`src/rtl/wave_pkg.sv`:
```
// ---------------------------------------------------------------------------
// wave_pkg
// Shared types and constants for the burst sequencer.
//   seg_t            : one segment-table entry {freq, cycles, gap}
//   seq_state_e      : sequencer FSM states
//   ARM_CLKS_DEFAULT : default number of clocks to ignore the generator's
//                      active flag after run rises
// ---------------------------------------------------------------------------
package wave_pkg;

    typedef struct packed {
        logic [31:0] freq;
        logic [15:0] cycles;
        logic [15:0] gap;
    } seg_t;

    typedef enum logic [2:0] {
        IDLE,
        LOAD,
        RUN,
        GAP,
        NEXT,
        DONE
    } seq_state_e;

    localparam int ARM_CLKS_DEFAULT = 2;

endpackage

```
`src/rtl/wave_seg_table.sv`:
```
// ---------------------------------------------------------------------------
// wave_seg_table
// DEPTH x seg_t register file. It has one synchronous write port and one
// asynchronous read port. The async reset clears every entry to zero.
// A read of the entry being written in the same clock returns the old
// contents.
// Ports:
//   clk        in   system clock
//   rst_n      in   asynchronous active-low reset
//   wr_en_i    in   write strobe
//   wr_addr_i  in   write index
//   wr_data_i  in   entry to write
//   rd_addr_i  in   read index
//   rd_data_o  out  entry at rd_addr_i (combinational)
// ---------------------------------------------------------------------------
module wave_seg_table
    import wave_pkg::*;
#(
    parameter int DEPTH = 8
) (
    input  logic                     clk,
    input  logic                     rst_n,
    input  logic                     wr_en_i,
    input  logic [$clog2(DEPTH)-1:0] wr_addr_i,
    input  seg_t                     wr_data_i,
    input  logic [$clog2(DEPTH)-1:0] rd_addr_i,
    output seg_t                     rd_data_o
);

    seg_t table_q [DEPTH];

    // Storage array: cleared by reset, one entry written per clock.
    always_ff @(posedge clk or negedge rst_n) begin
        if (!rst_n) begin
            for (int i = 0; i < DEPTH; i++) begin
                table_q[i] <= '0;
            end
        end else if (wr_en_i) begin
            table_q[wr_addr_i] <= wr_data_i;
        end
    end

    assign rd_data_o = table_q[rd_addr_i];

endmodule

```
`src/rtl/wave_burst_sequencer.sv`:
```
// ---------------------------------------------------------------------------
// wave_burst_sequencer
// Plays a programmed list of triangle bursts on one DDS waveform generator.
// Each table entry {freq, cycles, gap} becomes one burst. The generator's
// active flag falling marks the end of a burst. After the burst come `gap`
// idle clocks with run low, and then the next entry is loaded.
//
// Optional feature macro: WAVE_SEQ_LOOP_EN
//   When defined, this adds the `loop` input. With loop=1 the list wraps
//   from the last entry back to entry 0, and done pulses once per pass.
//   Only stop ends playback in that case.
//
// Ports:
//   clk, rst_n          clock, async active-low reset
//   wr_en/wr_addr/wr_freq/wr_cycles/wr_gap   segment-table write port
//   num_segments        number of entries to play (clamped to DEPTH)
//   start, stop         1-clk control pulses (stop wins)
//   loop                (WAVE_SEQ_LOOP_EN only) repeat the list
//   gen_active          generator active flag (1 = burst running)
//   gen_freq/gen_cycles/gen_run   registered generator controls
//   busy                state != IDLE
//   seg_idx             entry currently loaded
//   done                1-clk pulse at list completion
// ---------------------------------------------------------------------------
module wave_burst_sequencer
    import wave_pkg::*;
#(
    parameter int DEPTH    = 8,
    parameter int ARM_CLKS = ARM_CLKS_DEFAULT
) (
    input  logic                     clk,
    input  logic                     rst_n,
    input  logic                     wr_en,
    input  logic [$clog2(DEPTH)-1:0] wr_addr,
    input  logic [31:0]              wr_freq,
    input  logic [15:0]              wr_cycles,
    input  logic [15:0]              wr_gap,
    input  logic [$clog2(DEPTH):0]   num_segments,
    input  logic                     start,
    input  logic                     stop,
`ifdef WAVE_SEQ_LOOP_EN
    input  logic                     loop,
`endif
    input  logic                     gen_active,
    output logic [31:0]              gen_freq,
    output logic [15:0]              gen_cycles,
    output logic                     gen_run,
    output logic                     busy,
    output logic [$clog2(DEPTH)-1:0] seg_idx,
    output logic                     done
);

    localparam int          AW        = $clog2(DEPTH);
    localparam logic [AW:0] DEPTH_W   = DEPTH[AW:0];
    localparam logic [15:0] ARM_LIMIT = ARM_CLKS[15:0];

    seq_state_e    state_q, state_d;
    logic [AW-1:0] idx_q, idx_d;
    logic [15:0]   armCount_q, armCount_d;
    logic [15:0]   gapCount_q, gapCount_d;
    logic [15:0]   gap_q;
    logic [31:0]   genFreq_q;
    logic [15:0]   genCycles_q;
    logic          genRun_q, genRun_d;
    logic          done_q, done_d;
    logic          loadSeg;
    logic          loopEn;
    logic          armed;
    logic          isLast;
    logic [AW:0]   numClamped;
    logic [AW:0]   idxPlusOne;
    seg_t          wrSeg;
    seg_t          rdSeg;

`ifdef WAVE_SEQ_LOOP_EN
    assign loopEn = loop;
`else
    assign loopEn = 1'b0;
`endif

    assign wrSeg = '{freq: wr_freq, cycles: wr_cycles, gap: wr_gap};

    wave_seg_table #(
        .DEPTH (DEPTH)
    ) u_table (
        .clk       (clk),
        .rst_n     (rst_n),
        .wr_en_i   (wr_en),
        .wr_addr_i (wr_addr),
        .wr_data_i (wrSeg),
        .rd_addr_i (idx_q),
        .rd_data_o (rdSeg)
    );

    // An oversized count plays the full table. A count of zero (possible
    // if the host changes it mid-play) makes the current entry the last one.
    assign numClamped = (num_segments > DEPTH_W) ? DEPTH_W : num_segments;
    assign idxPlusOne = {1'b0, idx_q} + (AW + 1)'(1);
    assign isLast     = (idxPlusOne >= numClamped);

    // Just after run rises, the generator's active flag can still show the
    // previous burst's value. It is trusted only after ARM_CLKS clocks of run.
    assign armed = (armCount_q == ARM_LIMIT);

    // Next-state logic. stop overrides every state, including a start in the same clock.
    always_comb begin
        state_d    = state_q;
        idx_d      = idx_q;
        armCount_d = armCount_q;
        gapCount_d = gapCount_q;
        loadSeg    = 1'b0;
        done_d     = 1'b0;

        if (stop) begin
            state_d = IDLE;
        end else begin
            unique case (state_q)
                IDLE: begin
                    if (start && (num_segments != '0)) begin
                        state_d = LOAD;
                        idx_d   = '0;
                    end
                end
                LOAD: begin
                    loadSeg    = 1'b1;
                    armCount_d = '0;
                    state_d    = RUN;
                end
                RUN: begin
                    if (genRun_q && !armed) begin
                        armCount_d = armCount_q + 16'd1;
                    end else if (genRun_q && armed && !gen_active) begin
                        if (gap_q != 16'd0) begin
                            gapCount_d = 16'd1;
                            state_d    = GAP;
                        end else begin
                            state_d = NEXT;
                        end
                    end
                end
                GAP: begin
                    // The count runs from 1 up to gap, so it never wraps, even for 16'hFFFF.
                    if (gapCount_q == gap_q) begin
                        state_d = NEXT;
                    end else begin
                        gapCount_d = gapCount_q + 16'd1;
                    end
                end
                NEXT: begin
                    if (isLast) begin
                        done_d = 1'b1;
                        if (loopEn) begin
                            idx_d   = '0;
                            state_d = LOAD;
                        end else begin
                            state_d = DONE;
                        end
                    end else begin
                        idx_d   = idx_q + AW'(1);
                        state_d = LOAD;
                    end
                end
                DONE: begin
                    state_d = IDLE;
                end
                default: begin
                    state_d = IDLE;
                end
            endcase
        end
    end

    // Run is high only while the FSM stays in RUN. It rises one clock after
    // RUN is entered, so the generator sees run low for at least the LOAD
    // clock and the clock after it.
    assign genRun_d = (state_q == RUN) && (state_d == RUN);

    // State and datapath registers. gen_freq/gen_cycles change only in LOAD.
    // They hold their values through stop.
    always_ff @(posedge clk or negedge rst_n) begin
        if (!rst_n) begin
            state_q     <= IDLE;
            idx_q       <= '0;
            armCount_q  <= '0;
            gapCount_q  <= '0;
            gap_q       <= '0;
            genFreq_q   <= '0;
            genCycles_q <= '0;
            genRun_q    <= 1'b0;
            done_q      <= 1'b0;
        end else begin
            state_q    <= state_d;
            idx_q      <= idx_d;
            armCount_q <= armCount_d;
            gapCount_q <= gapCount_d;
            genRun_q   <= genRun_d;
            done_q     <= done_d;
            if (loadSeg) begin
                genFreq_q   <= rdSeg.freq;
                genCycles_q <= rdSeg.cycles;
                gap_q       <= rdSeg.gap;
            end
        end
    end

    assign gen_freq   = genFreq_q;
    assign gen_cycles = genCycles_q;
    assign gen_run    = genRun_q;
    assign busy       = (state_q != IDLE);
    assign seg_idx    = idx_q;
    assign done       = done_q;

endmodule

```
`config.mk`:
```
export PLATFORM = sky130hd
export DESIGN_NAME = wave_burst_sequencer
export DESIGN_NICKNAME = d
export VERILOG_FILES = /design/src/rtl/wave_pkg.sv /design/src/rtl/wave_seg_table.sv /design/src/rtl/wave_burst_sequencer.sv
export SDC_FILE = /design/constraint.sdc
export NUM_CORES = 1
export LEC_CHECK = 0
export CORE_ASPECT_RATIO = 2
export CORE_UTILIZATION = 25
export DETAILED_ROUTE_END_ITERATION = 8
export PLACE_DENSITY = 0.46
export SYNTH_ARGS = -nofsm -noshare
export SYNTH_HDL_FRONTEND = slang
export SYNTH_SLANG_ARGS = --single-unit
```
`constraint.sdc`:
```
create_clock -name clk -period 2.6 [get_ports clk]
set_input_delay 0.52 -clock clk [delete_from_list [all_inputs] [get_ports clk]]
set_output_delay 0.52 -clock clk [all_outputs]
set_load 0.01 [all_outputs]
```
* After elaboration in Yosys (flattened, before gate mapping)
Index checks and enable logic that the tools add are counted.
** Storage, ports and cells
- Register bits :: 616
- Logic and storage cells :: 107
- Output and inout bits :: 54
- Input bits :: 77
** Cells by class
- Reductions and logical operators :: 18
- Muxes and demuxes :: 30
- Equality and inequality tests :: 14
- Magnitude comparators :: 5
- $add $sub $neg :: 4
- Bitwise operators :: 3
** Operators by type and width (number)
- $bwmux 512 :: 1
- $bmux 64 s3 :: 1
- $demux 64 s3 :: 1
- $mux 64 :: 3
- $mux 16 :: 5
- $pmux 16 s2 :: 2
- $add 16x1->16 const B :: 2
- $mux 3 :: 9
- $eq 16x16->1 :: 1
- $eq 16x2->1 const B :: 1
- $reduce_bool 16->1 :: 1
- $pmux 3 s5 :: 1
- $ne 2x2->1 const B :: 7
- $eq 3x2->1 const B :: 3
- $ge 4x4->1 const B :: 2
- $not 3->4 :: 2
- $logic_and 1x1->1 :: 6
- $pmux 3 s2 :: 1
- $reduce_and 6->1 :: 1
- $reduce_bool 2->1 :: 3
- $mux 1 :: 5
- $add 3x1->4 const B :: 1
- $ge 4x4->1 :: 1
- $gt 4x4->1 const B :: 1
- 12 further kinds :: 13

* Depth between registers and ports, before layout
- Depth in word-level cells :: 9
- Mapped depth :: 9
- Depth with buffers taken out :: 8

* Cells and area by module
Synthesis repeated with hierarchy kept, for this count alone.
** Unflattened totals
- Cells, all modules :: 1878
- Area, all modules :: 27794.2 um^2
** Modules (own cells, without submodules)
- wave_seg_table :: area each 22779.3 um^2, seq. area each 12812.3 um^2, instances 1, cells each 1314
- wave_burst_sequencer :: area each 5014.8 um^2, seq. area each 2602.5 um^2, instances 1, cells each 564

* Worst setup path after synthesis
Ideal clock, no wire load.
- Kind :: register to register
- Start :: register idx_q[2] (netlist: seg_idx[2])
- End :: register idx_q[2] (netlist: seg_idx[2])
- Setup time :: 0.065 ns
- Period minus slack after synthesis :: 2.718 ns
- Arrival :: 2.653 ns
- Path slack :: -0.118 ns
- Data required time :: 2.535 ns
- Cell stages (with the launch flop) :: 10
- Buffers on the path :: 3
- Path through :: dfrtp_1 clkbuf_1 buf_2 buf_1 and3_1 ha_1 o21a_1 a2111oi_0 o21ai_0 a21bo_2
** On the way
- Longest elaborated chain between the ends :: 4
- Elaborated cells on any way between the ends :: 7
- Those cells by class :: add/sub (2); order compare (1); eq/ne (1); mux (2); reduce/logical (1)
** RTL lines
- start, declared :: line wave_burst_sequencer.sv:58 : logic [AW-1:0] idx_q, idx_d;
- start signal, assigned :: line wave_burst_sequencer.sv:193 : idx_q <= idx_d;
- $add 3x1->4 :: line wave_burst_sequencer.sv:98 : assign idxPlusOne = {1'b0, idx_q} + (AW + 1)'(1);
- $ge 4x4->1 :: line wave_burst_sequencer.sv:99 : assign isLast = (idxPlusOne >= numClamped);
- $ne 2x2->1 (no source line)
- $reduce_and 4->1 (no source line)
Parallel ways exist; a longest one is shown, timed or not. The select of a mux whose other input is x is not followed.
A chain may end at the register's enable or synchronous reset.

* Worst setup path after layout
- Start :: register idx_q[1] (netlist: seg_idx[1])
- End :: register idx_q[2] (netlist: seg_idx[2])
The elaborated chain is that of the path after synthesis.

==> run metrics <==
status=complete, no violations; Synth area leaders=dfrtp_1 56%, mux2_2 21%, mux4_2 11%; final hold violations=0; Detailed Route WL=74.8 mm; Root Buffer=clkbuf_16; DR WL met2=38.9 mm; die width=236 µm; first-pass GRT wire length=116 mm; vias post-DR=16047; worst clock skew=0.0250 ns; clk_lat worst skew=0.65 ns; Layout area overhead=22.3%; largest net degree at the start of global routing=95; Yosys cell types=52; Max Clock Freq=403 MHz; Final WS setup=0.119 ns; CTS tree=yes; final setup vio count=0; ys async rst share=100%; clk slew on worst S/H paths=0.06 ns; Clock Tree Buf Depth=3; Worst VDD drop=0.553 mV; vias per inst=4.69; worst flop-to-flop path startpoint=seg_idx[1]; Slew @ Worst Pin=0.974 ns; Area after DPL=0.0312 mm²; setup TNS=0 ns; worst r2r dst=seg_idx[2]; initial antenna violation count=11; drt first pass iters=5; clock sink total=616; global placement routability congestion=0.745; die area=0.111 mm²; post-route ant nets=0; Initial Util=25.2%; final routed DRC violation total=0; final hold slack=0.422 ns; Cells after DPL=3300; ratio of cells with drive above 1 in the final layout=42.2%; post-route design area=0.0335 mm²; Main synth FF type=dfrtp_1; initial drt markers=632; Seq cells post-synth=616; worst hold path class=input port to asynchronous set/reset pin; Congestion Overflow GR=0; fin crit share=95.4%; H-tree Lvls=2; die height=470 µm; relative slew slack=35.0%; Layout Cells excl Fill=3423; pre-CTS WS=-0.168 ns; WL/cell=21.8 µm; Final Slew Violations=0; Critical Path AT=3.06 ns; WL met3=2.88 mm; dpl hpwl=46.8 mm; biggest area consumer among synthesized cells=dfrtp_1; Global Route Usage Sum=13.7%; cell with the most instances after synthesis=dfrtp_1; core area=0.109 mm²; required time of the critical path=3.18 ns; Yosys top cell area share=56.2%; Startpoint Class=flop; critical path capture point type=flop; # port buffers=130; number of synthesized flops with an enable pin=0; post-route minimum period=2.48 ns; Mapped Area=0.0274 mm²; highest metal used=met5; Synth warnings=0; WS Path Type=flop to flop; RSZ-0062 raised after global routing=false; M1 WL=31.1 mm; vias in the first global route=17918; sequential share of the synthesized area=56.2%; cells after synthesis=1808; Final #Nets=2073; Pwr Density=841 mW/mm²; total of max-cap violations=0; CTS Buf Count=61; leak pwr=0.0133 µW; R2R depth=9; FF-to-FF setup slack=0.12 ns; Synthesized Nets=1893; most common library cells after synthesis=616 x dfrtp_1, 505 x mux2_2, 128 x mux4_2; I/O Pins=131; Rows=171; mean cell area of the mapped netlist=15.2 µm²; CP max FO=3
## repair_timing
action,in CTS,in global routing
buffers inserted,3,1
hold endpoints to repair,35,0
setup endpoints to repair,3,2
gates resized for setup,8,1
hold buffers,1,0
cloned,4,0
## cell families after synthesis
| group | share of synthesized area, % |
|---|---|
| buffers and inverters | 2.03 |
| adders and majority gates | 0.365 |
| xor gates and xnor gates | 0.735 |
| muxes | 34.1 |
| DFF | 56.2 |
| AOI/OAI and AO/OA | 2.36 |
| and+or+nand+nor | 4.13 |
## cell type report
type / instances / area (µm²)
diodes: 1 / 2.50
clock buffers: 88 / 1800
clock inverters: 25 / 268
fillers: 10752 / 75200
inverters: 6 / 22.5
multi-input cells: 1069 / 11500
flip-flops and latches: 616 / 15400
well taps: 1384 / 1730
repair buffers: 234 / 2770
## metrics by stage
step,total power (µW),util [%]
2_1_floorplan,16700,-
3_3_place_gp,18900,28.7
3_5_place_dp,19200,28.7
4_1_cts,28700,30.8
5_1_grt,29800,30.8
6_report,28200,30.8
## critical path: stages, from the launching register on
cell       delay [ns]
dfrtp_4          0.51
ha_1             0.21
nor2b_1          0.14
or2_2            0.28
ha_1             0.29
o21a_1           0.20
a2111oi_2        0.35
buf_4            0.17
o21ai_0          0.08
a21bo_2          0.20
## routing by layer
layer / global-route usage (%) / vias to the layer above
met5: 0 / -
met4: 3.69 / 16
met3: 2.44 / 108
met2: 24.6 / 259
met1: 16.8 / 8590
li1: - / 7074
## cell usage in the layout (no fill, tap or decap), types with 12 or more instances in the layout
cell,Yosys,routed
clkdlybuf4s50_1,0,128
dfrtp_1,616,611
nand3_1,12,12
clkbuf_1,39,12
a21oi_1,83,83
mux4_2,128,128
mux2i_1,71,71
nand2_1,28,28
clkbuf_8,0,13
buf_4,1,53
xnor2_1,22,22
nand4_1,14,14
clkinv_2,0,15
buf_12,0,43
clkbuf_16,0,63
nor2_1,80,80
mux2_2,505,505
## state kept, by name, indices dropped and copies added, names as in the netlist
name / cells
state_q: 3
done: 1
gen_cycles: 16
seg_idx: 3
gen_run: 1
gap_q: 16
armCount_q: 16
gapCount_q: 16
gen_freq: 32
u_table.table_q: 512
## how the worst max path moves through the flow
| stage | slack (ns) | to | start |
|---|---|---|---|
| 4_1_cts | 0.01 | seg_idx[2] | seg_idx[1] |
| 3_3_place_gp | -0.17 | seg_idx[2] | num_segments[0] |
| 5_1_grt | 0.02 | seg_idx[2] | seg_idx[1] |
| 3_5_place_dp | -0.17 | seg_idx[1] | stop |
| 2_1_floorplan | 0.06 | seg_idx[2] | seg_idx[0] |
| 6_report | 0.12 | seg_idx[2] | seg_idx[1] |
## power by group
| part | internal, µW | leakage, µW | switching, µW |
|---|---|---|---|
| Combinational | 3670 | 0.00487 | 2310 |
| Sequential | 11800 | 0.00741 | 1210 |
| Clock | 5290 | 0.00103 | 3910 |
| Total | 20800 | 0.0133 | 7440 |
Power figures use the tool's default switching activity.
